## config.mk

```make
export PLATFORM = sky130hd
export DESIGN_NAME = audio_sof_sched
export DESIGN_NICKNAME = d
export VERILOG_FILES = /design/src/rtl/audio_sof_sched.sv
export SDC_FILE = /design/constraint.sdc
export NUM_CORES = 1
export LEC_CHECK = 0
export BUFFER_PORTS_ARGS = -buffer_cell sky130_fd_sc_hd__buf_2
export CAP_MARGIN = 5
export CELL_PAD_IN_SITES_DETAIL_PLACEMENT = 0
export CELL_PAD_IN_SITES_GLOBAL_PLACEMENT = 1
export CORE_ASPECT_RATIO = 0.6
export CORE_MARGIN = 2
export CORE_UTILIZATION = 41
export DETAILED_ROUTE_END_ITERATION = 16
export GPL_TIMING_DRIVEN = 0
export PLACE_DENSITY_LB_ADDON = 0.08
export SLEW_MARGIN = 20
export SYNTH_ARGS = -nofsm -noshare
export SYNTH_HDL_FRONTEND = slang
export SYNTH_SLANG_ARGS = --single-unit
export TNS_END_PERCENT = 10
```

## constraint.sdc

```tcl
create_clock -name clk_24m -period 3.1 [get_ports clk_24m]
set_clock_uncertainty 0.2 [all_clocks]
set_input_delay 0.155 -clock clk_24m [delete_from_list [all_inputs] [get_ports clk_24m]]
set_output_delay 0.155 -clock clk_24m [all_outputs]
set_load 0.005 [all_outputs]
```

## src/rtl/audio_sof_sched.sv

```systemverilog
// audio_sof_sched: measures the USB SOF period and emits SPF evenly
// spaced sample ticks per frame; Wishbone control and status registers.
module audio_sof_sched #(
    parameter int SPF     = 48,
    parameter int CNT_W   = 16,
    parameter int PER_NOM = 24000,
    parameter int PER_MIN = 23000,
    parameter int PER_MAX = 25000,
    parameter int TIMEOUT = 48000
) (
    input  logic        clk_24m,
    input  logic        rst,
    input  logic        usb_sof,
    output logic        audio_tick,
    output logic        locked,
    input  logic [1:0]  wb_addr,
    output logic [31:0] wb_rdata,
    input  logic [31:0] wb_wdata,
    input  logic        wb_we,
    input  logic        wb_cyc,
    output logic        wb_ack
);

    localparam int AW = CNT_W + 1;
    localparam logic [CNT_W-1:0] TO_SAT = CNT_W'(TIMEOUT);
    localparam logic [CNT_W-1:0] TO_END = CNT_W'(TIMEOUT - 1);
    localparam logic [AW-1:0]    P_MIN  = AW'(PER_MIN);
    localparam logic [AW-1:0]    P_MAX  = AW'(PER_MAX);
    localparam logic [AW-1:0]    STEP   = AW'(SPF);

    typedef enum logic [1:0] {
        S_IDLE = 2'd0,
        S_MEAS = 2'd1,
        S_LOCK = 2'd2
    } state_t;

    state_t           state_q, state_d;
    logic [CNT_W-1:0] cnt_q, cnt_d;
    logic [CNT_W-1:0] period_q, period_d;
    logic [AW-1:0]    acc_q, acc_d;
    logic             tick_q, tick_d;
    logic             en_q, en_d;
    logic [7:0]       err_q, err_d;
    logic [7:0]       ftc_q, ftc_d;
    logic [7:0]       lftc_q, lftc_d;
    logic [7:0]       fno_q, fno_d;
    logic             ack_q, ack_d;
    logic [31:0]      rdata_q, rdata_d;

    logic [AW-1:0] interval;
    logic [AW-1:0] acc_sum;
    logic          iv_ok;
    logic          wrap;
    logic          access;
    logic          wr_ctrl;
    logic          timeout_hit;
    logic          err_inc;
    logic          unused_wdata;

    assign access      = wb_cyc & ~ack_q;
    assign wr_ctrl     = access & wb_we & (wb_addr == 2'd0);
    assign interval    = {1'b0, cnt_q} + AW'(1);
    assign iv_ok       = (interval >= P_MIN) && (interval <= P_MAX);
    assign acc_sum     = acc_q + STEP;
    assign wrap        = acc_sum >= {1'b0, period_q};
    assign timeout_hit = cnt_q == TO_END;
    assign unused_wdata = ^wb_wdata[31:2];

    always_comb begin
        state_d  = state_q;
        cnt_d    = cnt_q;
        period_d = period_q;
        acc_d    = '0;
        tick_d   = 1'b0;
        en_d     = en_q;
        err_d    = err_q;
        ftc_d    = ftc_q;
        lftc_d   = lftc_q;
        fno_d    = fno_q;
        ack_d    = access;
        rdata_d  = '0;
        err_inc  = 1'b0;

        if (usb_sof) begin
            cnt_d = '0;
        end else if (cnt_q != TO_SAT) begin
            cnt_d = cnt_q + CNT_W'(1);
        end

        unique case (state_q)
            S_IDLE: begin
                if (usb_sof && en_q) state_d = S_MEAS;
            end
            S_MEAS: begin
                if (usb_sof) begin
                    if (iv_ok) begin
                        period_d = interval[CNT_W-1:0];
                        state_d  = S_LOCK;
                    end
                end else if (timeout_hit) begin
                    state_d = S_IDLE;
                end
            end
            S_LOCK: begin
                if (usb_sof) begin
                    if (iv_ok) period_d = interval[CNT_W-1:0];
                    else       err_inc  = 1'b1;
                end else if (timeout_hit) begin
                    state_d = S_IDLE;
                    err_inc = 1'b1;
                end
            end
            default: state_d = S_IDLE;
        endcase

        if (wr_ctrl) begin
            en_d = wb_wdata[0];
            if (!wb_wdata[0]) state_d = S_IDLE;
        end

        // Phase keeps running across period updates; only entering LOCKED zeroes it.
        if (state_q == S_LOCK) begin
            acc_d  = wrap ? acc_sum - {1'b0, period_q} : acc_sum;
            tick_d = wrap && (state_d == S_LOCK);
        end

        if (state_q != S_LOCK) begin
            ftc_d = '0;
        end else if (usb_sof) begin
            lftc_d = ftc_q + {7'd0, tick_q};
            ftc_d  = '0;
            fno_d  = fno_q + 8'd1;
        end else if (tick_q) begin
            ftc_d = ftc_q + 8'd1;
        end

        if (wr_ctrl && wb_wdata[1]) begin
            err_d = '0;
        end else if (err_inc && err_q != 8'hFF) begin
            err_d = err_q + 8'd1;
        end

        if (access) begin
            case (wb_addr)
                2'd0:    rdata_d = {16'd0, err_q, 5'd0, state_q, en_q};
                2'd1:    rdata_d = 32'(period_q);
                2'd2:    rdata_d = {16'd0, fno_q, lftc_q};
                default: rdata_d = '0;
            endcase
        end
    end

    always_ff @(posedge clk_24m or posedge rst) begin
        if (rst) begin
            state_q  <= S_IDLE;
            cnt_q    <= '0;
            period_q <= CNT_W'(PER_NOM);
            acc_q    <= '0;
            tick_q   <= 1'b0;
            en_q     <= 1'b0;
            err_q    <= '0;
            ftc_q    <= '0;
            lftc_q   <= '0;
            fno_q    <= '0;
            ack_q    <= 1'b0;
            rdata_q  <= '0;
        end else begin
            state_q  <= state_d;
            cnt_q    <= cnt_d;
            period_q <= period_d;
            acc_q    <= acc_d;
            tick_q   <= tick_d;
            en_q     <= en_d;
            err_q    <= err_d;
            ftc_q    <= ftc_d;
            lftc_q   <= lftc_d;
            fno_q    <= fno_d;
            ack_q    <= ack_d;
            rdata_q  <= rdata_d;
        end
    end

    assign audio_tick = tick_q;
    assign locked     = state_q == S_LOCK;
    assign wb_ack     = ack_q;
    assign wb_rdata   = rdata_q;

endmodule
```

==> results.toml, run 1 <==
[logic_synthesis]
ys_ff_latch = 102
synthFlopType = "dfrtp_1"
netlist-cell-type-count = 65
yosys_warnings = 0
synth_area_leaders = "dfrtp_1 38%, ha_1 5.8%, mux2i_1 5.8%"
synth.avg_cell_area_um2 = 9.26
syn_area_um2 = 6250
async_reset_ff_share_pct = 100
synth_largest_area_cell = "dfrtp_1"
synthCells = 675
synthDominantCellAreaShare_pct = 38.1
synth.most_common_cell = "dfrtp_1"
ys_top_cells_by_count = "95 x dfrtp_1, 85 x nor2_1, 50 x nand2_1, 40 x inv_1, 40 x xnor2_1"
synth_edf_count = 0
yosysSeqAreaShare_pct = 41.0

[route]
wire_per_inst_um = 16.8
first_pass_iters = 5
vias = 5085
via_per_inst = 5.29
drc = 0
ant_nets = 0
routed_wl_um = 16200
dr.first_iter.drc_count = 357

[critical_path]
worst-endpoint-required_ns = 3.12
critPathMaxStageDelay_ns = 0.36
endpoint_kind = "flip-flop"
worstSetupPathType = "flip-flop to flip-flop"
crit_path_start_kind = "flip-flop"
crit_chain = "inv_2, ha_4, nand3b_1, xnor2_2, ha_4, and3_4, and2_4, a311o_1, a311oi_2, a21boi_2, buf_6, buf_6, mux2i_2, nor2_1"
crit_buf_inv = 3
cp_top_family = "compound AO/OA/AOI/OAI gates"
path_max_fanout = 6
cp_data_arrival_time_ns = 3.44
cp_slowest_cell = "dfrtp_1"

[pwr]
p_sw_mw = 0.694
netSwitchingFraction_pct = 25.7
p_comb_share_pct = 7.7
pwr_density_cell_nw_per_um2 = 358
intPower_mw = 2.01
p_leak_nw = 3.46
power_frac_clock_pct = 41.8
peakVddDrop_mv = 0.249
sequentialPowerShare_pct = 50.5

[clocking]
cts.reportedPaths.clkPinSlew_ns = 0.08
cts.path.max_buffers = 2
cts_buffers = 9
cts_root_buf = "clkbuf_16"
cts_tree = "yes"
insertion_delay_ns = 0.35
h-tree-depth = 3
cts_sinks = 102

[status]
violations = "setup timing"
outcome = "finished, violations left"

[floorplan]
start_util_pct = 42.6
top_level_ports = 74
rows = 34
die-area_um2 = 16300
die_h_um = 99.6
die_w_um = 163
core_um2 = 14700

[timing]
hold_viol_final = 0
slew_violations = 0
fmax_ghz = 0.293
min_period_over_period_pct = 110
slew_headroom_pct = 44.4
setup_viol = 29
fin_crit_ns = 3.42
setup_slack_ns = -0.317
rsz0062_at_grt = "true"
worst_pin_slew_ns = 0.834
whs_ns = 0.0463
tns_ns = -6.10

[placement]
placed_cell_area_um2 = 6750
placedCellCount = 916
dp_hpwl_um = 11800
io_buffers = 27
gp_congestion = 0.857

[cells_and_area]
fin_area_um2 = 7540
synthToLayoutAreaGrowth_pct = 20.8
fin_cells = 961
regArea_um2 = 2560
n_antenna_cell = 0
nNetsFinal = 827
drive_above_1_share_pct = 22.3
n_fill_cell = 1395
multi_input_area_um2 = 3550
fin_util_pct = 51.4

[min_path]
hold_path_class = "input pin to flip-flop"

[flow_run]
max_cap_violations = 0

[global_route]
grt_pass1_wl_um = 26300
grt_pass1_vias = 4852
antenna_found_initial = 0
overflow = 0
grt_usage_pct = 20.7
grt_max_degree = 58
==> sequential cells by signal (all words and copies together), names as in the netlist, 2 cells and up <==
signal and count:
lftc_q 8, acc_q 17, cnt_q 16, ftc_q 8, wb_rdata 16, fno_q 8
state_q 2, period_q 16, err_q 8
==> final timing paths <==
check                       startpoint  slack, ns  cells past startpoint           to
setup / recovery              acc_q[4]      -0.32                     14     acc_q[3]
hold / removal             wb_wdata[1]       0.05                      4     err_q[2]
setup reg to reg              acc_q[4]      -0.32                     14     acc_q[3]
hold reg to reg              lftc_q[2]       0.29                      2    lftc_q[2]
max in group asynchronous          rst       1.85                      4  period_q[7]
min in group asynchronous          rst       0.16                      3     fno_q[6]
==> routing by layer <==
layer / wire (um) / GRT usage (%)
met5: 0 / 0
met2: 6680 / 30.4
met1: 8700 / 32.8
met3: 717 / 3.04
met4: 71 / 2.65
==> power by group through the flow <==
stage	registers, mW	logic (mW)	clock network [mW]
final	1.36	0.208	1.13
after global routing	1.37	0.238	1.23
after global placement	1.39	0.191	0
after floorplan	1.39	0.136	0
after CTS	1.36	0.209	1.17
after detailed placement	1.39	0.201	0
==> tightest hold or removal path: cells and delay by family <==
family / cells / cell delay (ns)
buffers and inverters: 1 / 0.09
AOI/OAI and AO/OA: 1 / 0.12
and+or+nand+nor: 2 / 0.20
==> metrics by stage <==
stage	power [mW]	worst slack, ns
floorplan	1.52	-0.0944
global placement	1.58	-1.26
detailed placement	1.59	-0.671
CTS	2.75	-0.278
global route	2.84	-0.472
finish	2.70	-0.317
==> area by class of cell <==
cell class                      count  share of cell area, %
Inverter                           40                   2.06
Clock buffer                       10                   3.17
Timing Repair Buffer               57                   5.75
Multi-Input combinational cell    503                   47.1
Tap cell                          198                   3.28
Clock inverter                      6                  0.680
Buffer                             45                   4.03
Sequential cell                   102                   33.9
==> cells in the final DEF (no fill, tap or decap), types with 4 or more instances in the layout <==
cell           count
ha_4               5
or3_1              8
nand3_1           18
xnor2_2            6
nor2b_1            6
xnor2_1           34
a21oi_1           35
a21o_1             4
and2_1             4
dfstp_2            7
buf_6              6
nor3_1            10
clkbuf_16          9
nand2_1           47
conb_1            16
inv_1             37
a211oi_1           4
a22oi_1            5
buf_2             32
a31oi_1            7
o21ai_0           31
dlygate4sd3_1      4
dfrtp_1           95
nand4_1           13
clkbuf_1          11
mux2_2             8
xor2_1            15
ha_1              22
nor4_1             4
mux2i_1           35
buf_4             38
o211ai_1           5
nor2_1            83
o21ai_1            4
==> cell families (layout without fill, tap and decap cells) <==
group                      Yosys count  in the layout  share of synthesized area [%]
buffers and inverters               85            158                           7.05
xor gates and xnor gates            56             56                           7.85
muxes                               44             44                           7.21
DFF                                102            102                           41.0
adders and majority gates           30             30                           6.13
and+or+nand+nor                    237            237                           18.8
AOI/OAI and AO/OA                  120            120                           11.9
other                                1             16                         0.0600
==> what timing repair did <==
action	CTS	global route
gates cloned	1	0
endpoints found under the setup margin	36	44
hold buffers	4	0
pin swaps	15	8
endpoints found under the hold margin	47	0
buffers inserted	20	4
gates resized for setup	43	9
No activity file was read; power rests on OpenSTA's default activity.
==> run 2: changes to the inputs <==
--- a/config.mk
+++ b/config.mk
@@ -7,11 +7,9 @@
 export LEC_CHECK = 0
 export BUFFER_PORTS_ARGS = -buffer_cell sky130_fd_sc_hd__buf_2
 export CAP_MARGIN = 5
-export CELL_PAD_IN_SITES_DETAIL_PLACEMENT = 0
-export CELL_PAD_IN_SITES_GLOBAL_PLACEMENT = 1
 export CORE_ASPECT_RATIO = 0.6
 export CORE_MARGIN = 2
-export CORE_UTILIZATION = 41
+export CORE_UTILIZATION = 53
 export DETAILED_ROUTE_END_ITERATION = 16
 export GPL_TIMING_DRIVEN = 0
 export PLACE_DENSITY_LB_ADDON = 0.08
==> run 2 against run 1 <==
  * The run still ends with setup timing left
  * Sequential share of layout area grew 0.51 points
  * Fmax shrank 2.4%
  * Die area shrank 22%
  * Total power grew 2.5%
  * Sequential cell count is the same
  * Count of clock-buffer cells in the layout grew 1
  * Critical path depth grew 2
  * Highest routed layer unchanged
  * Non-clock buffer count shrank 1
  * Combinational power shrank 2%
  * Global-route usage grew 5.0 points
  * Sequential power is essentially flat
  * Setup slack lost 0.085 ns
==> results.toml, run 2 (synthesized netlist as in run 1, its figures left out) <==
[status]
outcome = "finished, violations left"
violations = "setup timing"

[cells_and_area]
nNetsFinal = 826
layout_common_cells = "95 x dfrtp_1, 83 x nor2_1, 48 x nand2_1, 37 x buf_4, 37 x inv_1"
n_antenna_cell = 0
multi_input_area_um2 = 3480
n_fill_cell = 952
regMostFlops = "acc_q"
synthToLayoutAreaGrowth_pct = 19.0
largest_reg_flops = 17
fin_util_pct = 65.1
layout_commonest_cell = "dfrtp_1"
regArea_um2 = 2560
drive_above_1_share_pct = 20.9

[clocking]
cts_buffers = 9
cts.reportedPaths.clkPinSlew_ns = 0.07
h-tree-depth = 3
insertion_delay_ns = 0.35
cts_tree = "yes"
cts.path.max_buffers = 2
cts_sinks = 102
cts_root_buf = "clkbuf_16"

[route]
vias = 5212
drc = 0
wire_per_inst_um = 16.9
via_per_inst = 5.65
dr.first_iter.drc_count = 353
first_pass_iters = 5
ant_nets = 0
routed_wl_um = 15600

[floorplan]
die-area_um2 = 12700
rows = 30
core_um2 = 11400
top_level_ports = 74
die_w_um = 144
start_util_pct = 54.7
die_h_um = 88.1

[pwr]
finalPower_mw = 2.77
power_frac_clock_pct = 43.4
sequentialPowerShare_pct = 49.3
p_comb_share_pct = 7.3
netSwitchingFraction_pct = 24.0
p_leak_nw = 3.44
p_sw_mw = 0.664
intPower_mw = 2.11
peakVddDrop_mv = 0.280
pwr_density_cell_nw_per_um2 = 373

[timing]
tns_ns = -6.47
setup_slack_ns = -0.402
hold_viol_final = 0
fmax_ghz = 0.286
slew_violations = 0
rsz0062_at_grt = "true"
setup_viol = 29
slew_headroom_pct = 45.1
fin_crit_ns = 3.50
worst_pin_slew_ns = 0.823
min_period_over_period_pct = 113

[global_route]
antenna_found_initial = 0
overflow = 0
grt_pass1_wl_um = 25200
grt_pass1_vias = 4805
grt_max_degree = 77
grt_usage_pct = 25.8

[placement]
dp_hpwl_um = 11100
gp_congestion = 0.987
io_buffers = 27
preCtsSetupSlack_ns = -0.665

[critical_path]
worstSetupPathType = "flip-flop to flip-flop"
critPathMaxStageDelay_ns = 0.37
cp_top_family = "compound AO/OA/AOI/OAI gates"
timing.critical_path.mode_cell = "buf_6"
cp_slowest_cell = "dfrtp_1"
endpoint_kind = "flip-flop"
path_max_fanout = 7
crit_chain = "inv_2, ha_4, and3b_1, and2_4, nand4_1, xnor2_2, ha_1, nand2_2, nor2_2, a311o_1, a311oi_2, a21boi_2, buf_6, buf_6, mux2i_2, nor2_1"
cp_data_arrival_time_ns = 3.51
crit_path_start_kind = "flip-flop"
worst-endpoint-required_ns = 3.11
crit_buf_inv = 3

[flow_run]
max_cap_violations = 0

[min_path]
hold_path_class = "input pin to flip-flop"
==> run 2: cell types whose count changed in the layout (fill, tap and decap cells not counted), sizes merged <==
| cell | before | now |
|---|---|---|
| dlygate4sd3 | 4 | 5 |
| inv | 43 | 41 |
| bufinv | 0 | 1 |
| clkbuf | 24 | 26 |
| buf | 83 | 80 |
==> run 2: final timing paths <==
check / from / to / slack (ns) / cells after the start
max in group asynchronous: rst / period_q[8] / 1.91 / 4
hold reg to reg: lftc_q[5] / lftc_q[5] / 0.29 / 2
hold / removal: wb_we / err_q[2] / 0.04 / 4
setup reg to reg: acc_q[4] / acc_q[6] / -0.40 / 16
setup / recovery: acc_q[4] / acc_q[6] / -0.40 / 16
min in group asynchronous: rst / ftc_q[3] / 0.11 / 3
==> run 2: final cells by class <==
type                    instances  share of cell area (%)
plain buffers                  45                    4.09
clock inverters                 5                   0.875
inverters                      40                    2.09
well taps                     160                    2.69
flip-flops and latches        102                    34.5
clock buffers                  11                    3.40
multi-input cells             503                    46.8
repair buffers                 56                    5.61
==> run 2: what timing repair did <==
| item | CTS | global route |
|---|---|---|
| setup buffers | 19 | 3 |
| pin swaps | 13 | 11 |
| resized for setup | 22 | 16 |
| setup endpoints to repair | 34 | 39 |
| endpoints found under the hold margin | 99 | 0 |
| hold buffers | 5 | 0 |
| gates cloned | 1 | 0 |
==> run 2: routing by layer <==
metal,vias up,share of wire (%),global-route usage (%)
met5,-,0,0
met4,0,1.6,7.15
met3,23,6.3,4.43
met2,207,42,37.4
met1,2510,50,39.6
li1,2472,-,-
==> run 2: per-stage QoR <==
| stage | cells | hold WS [ns] | instance area [um^2] |
|---|---|---|---|
| 6_report | 922 | 0.0374 | 7430 |
| 2_1_floorplan | 690 | 0.105 | 6330 |
| 3_5_place_dp | 878 | -0.0657 | 6700 |
| 5_1_grt | 922 | 0.0592 | 7430 |
| 4_1_cts | 919 | 0.000625 | 7350 |
| 3_3_place_gp | 877 | 0.214 | 6670 |
==> run 2: power by group through the flow <==
stage                     combinational, mW  clock [mW]  sequential, mW
after global placement                0.185           0            1.39
after floorplan                       0.136           0            1.39
final                                 0.203        1.20            1.37
after CTS                             0.203        1.22            1.36
after global routing                  0.229        1.28            1.37
after detailed placement              0.193           0            1.39
==> run 2: tightest hold or removal path: stages <==
cell,delay [ns]
buf_2,0.10
nand3_1,0.13
o21ai_0,0.11
nor3_1,0.05
